$ cat src/rtl/usb_bit_stuffer.sv
// USB bit stuffer: inserts a 0 after every RUN_LEN consecutive 1s,
// stalling the CRC stage through bs_ready while the stuffed 0 goes out.
module usb_bit_stuffer #(
  parameter int RUN_LEN = 6,
  parameter int CNT_W   = 8
) (
  input  logic             clock,
  input  logic             reset_n,
  input  logic             in_valid,
  input  logic             in_bit,
  output logic             bs_ready,
  output logic             out_bit,
  output logic             out_valid,
  output logic             pkt_done,
  output logic [CNT_W-1:0] stuff_cnt
);

  typedef enum logic [1:0] {
    IDLE,
    PASS,
    STUFF
  } state_e;

  localparam logic [3:0] RUN_M1 = 4'(RUN_LEN - 1);

  state_e           state_q, state_d;
  logic [3:0]       ones_q, ones_d;
  logic             out_bit_q, out_bit_d;
  logic             out_valid_q, out_valid_d;
  logic             pkt_done_q, pkt_done_d;
  logic             done_pend_q, done_pend_d;
  logic [CNT_W-1:0] stuff_q, stuff_d;

  always_ff @(posedge clock or negedge reset_n) begin
    if (!reset_n) begin
      state_q     <= IDLE;
      ones_q      <= '0;
      out_bit_q   <= 1'b0;
      out_valid_q <= 1'b0;
      pkt_done_q  <= 1'b0;
      done_pend_q <= 1'b0;
      stuff_q     <= '0;
    end else begin
      state_q     <= state_d;
      ones_q      <= ones_d;
      out_bit_q   <= out_bit_d;
      out_valid_q <= out_valid_d;
      pkt_done_q  <= pkt_done_d;
      done_pend_q <= done_pend_d;
      stuff_q     <= stuff_d;
    end
  end

  always_comb begin
    state_d     = state_q;
    ones_d      = ones_q;
    out_bit_d   = 1'b0;
    out_valid_d = 1'b0;
    pkt_done_d  = 1'b0;
    done_pend_d = 1'b0;
    stuff_d     = stuff_q;
    unique case (state_q)
      IDLE: begin
        ones_d     = '0;
        // a packet that ended on a stuffed 0 reports done one cycle later
        pkt_done_d = done_pend_q;
        if (in_valid) begin
          state_d     = PASS;
          stuff_d     = '0;
          out_bit_d   = in_bit;
          out_valid_d = 1'b1;
          ones_d      = {3'b000, in_bit};
        end
      end
      PASS: begin
        if (in_valid) begin
          out_bit_d   = in_bit;
          out_valid_d = 1'b1;
          if (!in_bit) begin
            ones_d = '0;
          end else if (ones_q == RUN_M1) begin
            state_d = STUFF;
            ones_d  = '0;
          end else begin
            ones_d = ones_q + 4'd1;
          end
        end else begin
          state_d    = IDLE;
          pkt_done_d = 1'b1;
          ones_d     = '0;
        end
      end
      STUFF: begin
        out_bit_d   = 1'b0;
        out_valid_d = 1'b1;
        ones_d      = '0;
        if (stuff_q != '1) begin
          stuff_d = stuff_q + CNT_W'(1);
        end
        if (in_valid) begin
          state_d = PASS;
        end else begin
          state_d     = IDLE;
          done_pend_d = 1'b1;
        end
      end
      default: begin
        state_d = IDLE;
      end
    endcase
  end

  assign bs_ready  = (state_q != STUFF);
  assign out_bit   = out_bit_q;
  assign out_valid = out_valid_q;
  assign pkt_done  = pkt_done_q;
  assign stuff_cnt = stuff_q;

endmodule

$ cat config.mk
export PLATFORM = sky130hd
export DESIGN_NAME = usb_bit_stuffer
export DESIGN_NICKNAME = d
export VERILOG_FILES = /design/src/rtl/usb_bit_stuffer.sv
export SDC_FILE = /design/constraint.sdc
export NUM_CORES = 1
export LEC_CHECK = 0
export BUFFER_PORTS_ARGS = -buffer_cell sky130_fd_sc_hd__buf_2
export CAP_MARGIN = 20
export CORE_UTILIZATION = 49
export DETAILED_ROUTE_END_ITERATION = 12
export GPL_TIMING_DRIVEN = 0
export PLACE_DENSITY = 0.72
export SLEW_MARGIN = 30
export SYNTH_ARGS = -nofsm -noshare
export SYNTH_HDL_FRONTEND = slang
export SYNTH_SLANG_ARGS = --single-unit
$ cat constraint.sdc
create_clock -name clock -period 1.54 [get_ports clock]
set_input_delay 0.154 -clock clock [delete_from_list [all_inputs] [get_ports clock]]
set_output_delay 0.154 -clock clock [all_outputs]
set_load 0.03 [all_outputs]
## After elaboration in Yosys (flattened, before gate mapping)

Index checks and enable logic that the tools add are counted.

| operators by class | value |
|---|---|
| equality and inequality tests | 9 |
| multiplexer cells | 21 |
| reduce and logical (&&, ||, !) cells | 6 |
| add/subtract/negate cells | 2 |

Operator list:

| kind | count |
|---|---|
| 8-bit 2-to-1 mux | 2 |
| 8-bit one-hot mux with 2 select lines | 1 |
| 4-bit 2-to-1 mux | 3 |
| 4-bit one-hot mux with 3 select lines | 1 |
| 8-bit by 1-bit adder with 8-bit output (second input constant) | 1 |
| 2-bit 2-to-1 mux | 4 |
| 8-bit != test (second input constant) | 1 |
| 1-bit 2-to-1 mux | 7 |
| 2-bit != test (second input constant) | 3 |
| 3-bit != test (second input constant) | 2 |
| 2-bit one-hot mux with 3 select lines | 1 |
| 3-bit AND reduction | 2 |
| 4-bit by 1-bit adder with 4-bit output (second input constant) | 1 |
| 4-bit by 3-bit == test with 1-bit output (second input constant) | 1 |
| 1-bit one-hot mux with 2 select lines | 2 |
| 3-bit nonzero test | 1 |
| 2-bit by 1-bit == test with 1-bit output (second input constant) | 1 |
| 2-bit == test (second input constant) | 1 |
| 2-bit zero test | 1 |
| 2-bit nonzero test | 1 |
| 2-bit OR reduction | 1 |

| word-level totals | value |
|---|---|
| input bits | 4 |
| register bits after elaboration | 18 |

## Depth between registers and ports, before layout

Gate-level depths: netlist of run 1.

| logic depth | value |
|---|---|
| depth after elaboration | 5 |
| gate-level depth with buffers | 7 |
| mapped depth without buffers | 6 |

## Worst setup path before layout of run 1

No wires, ideal clock.

| timing path | value |
|---|---|
| path kind | register to register |
| start point | register state_q[0] |
| end point | register stuff_q[7], in the netlist stuff_cnt[7] |
| setup time | 77 ps |
| required time | 1,463 ps |
| buffers on the path | 0 |
| cell stages (with the launch flop) | 7 |
| slack | -159 ps |
| clock period less this slack | 1,699 ps |
| arrival time | 1,622 ps |
| path through | dfrtp_1 > inv_1 > ha_1 > mux2i_1 > o21bai_4 > or4_1 > a21oi_1 |

| between the ends | value |
|---|---|
| cells in the longest elaborated chain, start to end | 3 |
| elaborated cells on any way between the ends | 7 |
| classes of those cells | 3 x eq/ne; 1 x mux; 3 x reduce/logical |

RTL lines:

| element | line | RTL |
|---|---|---|
| start: declaration | 26 | `state_e state_q, state_d;` |
| start signal: assignment | 44 | `state_q <= state_d;` |
| 2-bit == test / 2-bit zero test (equally long branches) | 62 | `unique case (state_q)` |
| 2-bit != test (no source line) / 2-bit nonzero test (equally long branches) | -- |  |
| 3-bit AND reduction (no source line) | -- |  |
| end signal: assignment | 50 | `stuff_q <= stuff_d;` |
| end: declaration | 32 | `logic [CNT_W-1:0] stuff_q, stuff_d;` |

Several ways; a longest one is shown, not always the timed one.
A chain may end at the register's enable or synchronous reset.

## Worst setup path in the final report of run 1

| timing path | value |
|---|---|
| start point | register state_q[1] |
| end point | register stuff_q[5], in the netlist stuff_cnt[5] |

Same word-level chain as after synthesis.

==> impl_metrics.yaml, run 1 <==
timing:
  max_freq_mhz: 607
  drv_slew: 0
  fin_worst_skew_ns: 0.00314
  period_minus_slack_ns: 1.65
  finalSetupViolations: 5
  slew_headroom: 0.724
  fin_setup_tns_ns: -0.368
  hold_viol: 0
  rsz0062_at_grt: "true"
  setup_slack_ns: -0.108
  tightest_slew_ns: 0.415
  period_share: 1.07
power:
  p_leak_nw: 0.583
  combPwrFrac: 0.353
  switchingPower_mw: 0.403
  power_frac_clock: 0.205
  power_frac_seq: 0.442
  peakVddDrop_mv: 0.520
  swShare: 0.339
  p_total_mw: 1.19
  p_int_mw: 0.785
  pwr_density_cell_nw_per_um2: 954
synthesis:
  synthTopCellsByArea: "dfrtp_1 46%, ha_1 10%, nor2_1 4.2%"
  syn_nets: 113
  synth.top_cell.area_share: 0.459
  synth_top_cell_by_area: "dfrtp_1"
  synthCells: 101
  ys_warn_count: 0
  yosysSeqAreaShare: 0.459
  synth_area_um2: 982
  synth_area_per_cell_um2: 9.72
  ys_types: 31
  synth_seq_cells: 18
layout:
  drive_gt1_frac: 0.339
  nNetsFinal: 140
  final_util: 0.692
  n_antenna_cell: 0
  layout_common_cells: "14 x buf_2, 14 x dfrtp_1, 11 x nor2_1"
  final_area_um2: 1250
  area_delta_synth_final_pct: 26.9
setup_path:
  endpoint_kind: "flop"
  cp-endpoint: "stuff_cnt[5]"
  crit_slowest_cell: "or4_4"
  crit_start: "state_q[1]"
  crit_fanout: 4
  criticalPathCategory: "flop to flop"
  rr_startpoint: "state_q[1]"
  r2r_slack_ns: -0.11
  max_stage_delay_ns: 0.49
  worstPathArrival_ns: 1.87
  path_buf_inv: 1
  cpLargestDelayFamily: "simple AND/OR/NAND/NOR gates"
  cp.required_ns: 1.76
  cp-start-kind: "flop"
  reg2regPathDepth: 6
  worst-path-stages: 6
  r2r-end: "stuff_cnt[5]"
  crit_chain: "buf_4, ha_4, nand4_1, o21bai_4, or4_4, a21oi_2"
clock_network:
  tritoncts: "yes"
  cts_max_level: 1
  clk-insertion-delay-late_ns: 0.29
  clock_sinks: 18
  cts_root_buffer: "clkbuf_4"
  clk_pin_slew_worst_paths_ns: 0.10
  clk_path_buf_depth: 2
  cts_buffers: 3
detailed_routing:
  ant_nets: 0
  first_pass_iters: 5
  wl_per_cell_um: 13.5
  routed_wl_um: 2060
  drc: 0
  drtIter0Drc: 29
  via_per_inst: 5.49
  routed-via-count: 835
place:
  io_buffers: 14
  post_dp_cell_area_um2: 1110
  dp_hpwl_um: 1330
  gp_congestion: 0.756
  pre_cts_ws_ns: -0.214
die:
  dieHeight_um: 46.8
  dieArea_um2: 2190
  core_um2: 1800
  num_rows: 15
  io_pins: 16
  start_util: 0.545
  die_width_um: 46.8
job:
  drv_cap: 0
min_path:
  hp-class: "input port to flop"
global_routing:
  grt_overflow: 0
  grt_max_degree: 19
  antenna_found_initial: 0
  grt_first_pass_wirelength_um: 3060
  grt_use_total: 0.199
  grt_pass1_vias: 711
run_status:
  status: "finished, violations left"
  violations: "setup timing"
-- layer usage --
layer | routed length [um] | global-route usage | share of wire
met4 | 25 | 0.0686 | 0.012
met2 | 1100 | 0.347 | 0.54
met5 | 0 | 0 | 0
met3 | 56 | 0.0346 | 0.027
met1 | 870 | 0.248 | 0.42
-- cell type report --
class | count | area [um^2]
multi-input combinational | 75 | 554
inverter | 6 | 27.5
sequential | 18 | 455
tap | 25 | 31.3
fill | 147 | 556
timing repair buffer | 22 | 139
buffer | 2 | 12.5
clock buffer | 4 | 26.3
-- flip-flops by register name, summed over array words and instances (netlist names) --
register	cells
stuff_cnt	8
out_valid	1
out_bit	1
pkt_done	1
done_pend_q	1
state_q	2
ones_q	4
-- worst reg2reg max path, stage by stage (launching register included) --
cell and delay, ns:
dfrtp_2 0.45, buf_4 0.15, ha_4 0.15, nand4_1 0.13
o21bai_4 0.08, or4_4 0.49, a21oi_2 0.13
-- stage by stage --
stage                     cells  hold WS, ns
after floorplan             101       -0.142
after global placement      140        0.106
after detailed placement    140        0.110
after CTS                   151        0.128
after global routing        152        0.126
final                       152        0.138
-- logic make-up after synthesis --
family | count (synthesis) | synth area share
adders and majority gates | 8 | 0.102
buffers and inverters | 8 | 0.0331
DFF | 18 | 0.459
AOI/OAI and AO/OA | 25 | 0.178
xor gates and xnor gates | 2 | 0.0178
muxes | 1 | 0.0102
and+or+nand+nor | 39 | 0.200
-- how the worst min path moves through the flow --
stage	end	cells after the start	start	slack, ns
6_report	done_pend_q	2	in_valid	0.14
3_5_place_dp	stuff_cnt[7]	1	reset_n	0.11
3_3_place_gp	pkt_done	1	reset_n	0.11
4_1_cts	done_pend_q	2	in_valid	0.13
2_1_floorplan	done_pend_q	0	reset_n	-0.14
5_1_grt	done_pend_q	2	in_valid	0.13
-- cell usage after synthesis --
cell       instances
o21a_1             1
or3_1              1
o21ai_1            6
dfrtp_1           18
a31o_1             1
a21o_1             1
o41ai_1            1
inv_1              6
o21ba_1            1
nor3_1             1
nand2_1           10
and3_1             2
nand2b_1           1
nand4_1            2
a31oi_1            1
nand3_1            3
xnor2_1            1
o31ai_1            4
ha_1               8
nor2b_1            2
buf_2              2
a22o_1             1
xor2_1             1
nand4b_1           2
mux2i_1            1
a21oi_1            6
a2111oi_0          1
o21bai_4           1
nand3b_1           1
or4_1              3
nor2_1            11
-- power by group through the flow --
stage	registers (mW)	clock network [mW]	logic (mW)
CTS	0.520	0.251	0.381
detailed placement	0.542	0	0.323
global route	0.528	0.271	0.459
finish	0.525	0.244	0.419
floorplan	0.561	0	0.228
global placement	0.540	0	0.320
-- what timing repair did --
item                       in CTS  in global routing
pin swaps                       3                  1
hold buffers                    1                  0
setup endpoints to repair       8                 14
setup buffers                   6                  1
hold endpoints to repair       18                  0
resized for setup               1                 16
(Power assumes the default switching activity.)
==> run 2, diff against run 1 <==
CORE_UTILIZATION = 50   (was 49)
PLACE_DENSITY = 0.7   (was 0.72)
SKIP_LAST_GASP = 1   (was default)
clock period = 1.9 ns   (was 1.54 ns; I/O delays follow)
==> run 2 against run 1 <==
  * The flow now finishes without violations
  * Die area fell by 1.9%
  * Count of clock-buffer cells in the layout did not move
  * Maximum frequency fell by 6.3%
  * Combinational power fell by 36%
  * Global-route usage fell by 1.0 points
  * Power fell by 22%
  * Critical path type unchanged
  * Critical endpoint unchanged
  * Largest cell class unchanged
  * Highest routed layer unchanged
==> impl_metrics.yaml, run 2 (synthesized netlist as in run 1, its figures left out) <==
run_status:
  status: "finished, final reports clean"
timing:
  drv_slew: 0
  tightest_slew_ns: 0.377
  period_minus_slack_ns: 1.76
  setup_slack_ns: 0.140
  hold_viol: 0
  fin_setup_tns_ns: 0
  holdWs_ns: 0.170
  max_freq_mhz: 568
  rsz0062_at_grt: "false"
  fin_worst_skew_ns: 0.00582
  finalSetupViolations: 0
  slew_headroom: 0.742
  period_share: 0.926
die:
  die_width_um: 46.3
  num_rows: 15
  dieHeight_um: 46.3
  start_util: 0.551
  io_pins: 16
  core_um2: 1780
  dieArea_um2: 2150
clock_network:
  cts_buffers: 3
  clk-insertion-delay-late_ns: 0.28
  clock_sinks: 18
  clk_path_buf_depth: 2
  cts_root_buffer: "clkbuf_4"
  cts_max_level: 1
  clk_pin_slew_worst_paths_ns: 0.10
  tritoncts: "yes"
power:
  p_total_mw: 0.928
  pwr_density_cell_nw_per_um2: 800
  p_leak_nw: 0.547
  peakVddDrop_mv: 0.525
place:
  pre_cts_ws_ns: 0.0288
  post_dp_cell_area_um2: 1080
  io_buffers: 14
  gp_congestion: 0.761
  dp_hpwl_um: 1290
detailed_routing:
  drc: 0
  routed-via-count: 796
  via_per_inst: 5.49
  drtIter0Drc: 15
  wl_per_cell_um: 12.2
  routed_wl_um: 1770
  first_pass_iters: 4
  ant_nets: 0
setup_path:
  crit_chain: "inv_1, ha_4, mux2i_1, o21bai_4, or4_1, a21oi_1"
  cp.required_ns: 2.11
  rr_startpoint: "state_q[1]"
  worstPathArrival_ns: 1.97
  crit_slowest_cell: "or4_1"
  cp-start-kind: "flop"
  max_stage_delay_ns: 0.47
  endpoint_kind: "flop"
  crit_fanout: 7
  criticalPathCategory: "flop to flop"
  crit_start: "state_q[1]"
layout:
  layout_commonest_cell: "dfrtp_1"
  drive_gt1_frac: 0.217
  layout_common_cells: "16 x dfrtp_1, 15 x buf_2, 11 x nor2_1"
  nNetsFinal: 133
  area_delta_synth_final_pct: 18.1
  final_area_um2: 1160
  largest_reg_flops: 8
  n_antenna_cell: 0
global_routing:
  grt_max_degree: 19
  grt_overflow: 0
  grt_use_total: 0.189
  grt_first_pass_wirelength_um: 2820
  antenna_found_initial: 0
  grt_pass1_vias: 688
min_path:
  hp-class: "input port to flop"
  hold_start: "in_valid"
job:
  drv_cap: 0
==> run 2: cell count changes in the layout (fill, tap and decap cells not counted), sizes merged <==
cell    previous run  this run
buf               23        15
clkbuf             4         5
==> run 2: metal layers <==
metal  wire length (um)  global-route usage  vias to the layer above
met5                  0                   0                        -
met4                 14              0.0882                        0
met3                 44              0.0353                        2
li1                   -                   -                      402
met1                830               0.213                      379
met2                880               0.336                       13
==> run 2: area by class of cell <==
type | count | area (um^2)
Sequential cell | 18 | 453
Tap cell | 25 | 31.3
Buffer | 2 | 12.5
Clock buffer | 4 | 36.3
Inverter | 6 | 22.5
Multi-Input combinational cell | 75 | 524
Fill cell | 143 | 623
Timing Repair Buffer | 15 | 80.1
==> run 2: path summary, 6_finish.rpt <==
check	endpoint	slack, ns	depth (start not counted)
setup / recovery	stuff_cnt[5]	0.14	6
hold / removal	done_pend_q	0.17	2
setup reg to reg	stuff_cnt[5]	0.14	6
hold reg to reg	pkt_done	0.48	2
max in group asynchronous	state_q[0]	1.21	2
min in group asynchronous	stuff_cnt[1]	0.38	2
==> run 2: through the flow <==
step | cells | util
after detailed placement | 140 | 0.608
after CTS | 145 | 0.634
after floorplan | 101 | -
after global placement | 140 | 0.608
final | 145 | 0.651
after global routing | 145 | 0.651
==> run 2: where the power goes <==
part / leakage, nW / internal, mW / switching, mW
clock: 0.0210 / 0.117 / 0.111
sequential: 0.243 / 0.408 / 0.0249
combinational: 0.284 / 0.111 / 0.157
total: 0.547 / 0.635 / 0.292
==> run 2: what timing repair did <==
item,CTS,global route
gates resized for setup,0,8
endpoints found under the setup margin,0,6
buffers inserted,0,0
hold buffers,1,0
hold endpoints to repair,18,0
==> run 2: worst max-delay path: cells and delay by family (launching register included) <==
family / cells / cell delay (ns)
AND/OR/NAND/NOR: 1 / 0.47
multiplexers: 1 / 0.13
flip-flops: 1 / 0.46
adder cells (fa/ha/maj): 1 / 0.19
AO/OA/AOI/OAI: 2 / 0.34
buffers and inverters: 1 / 0.11
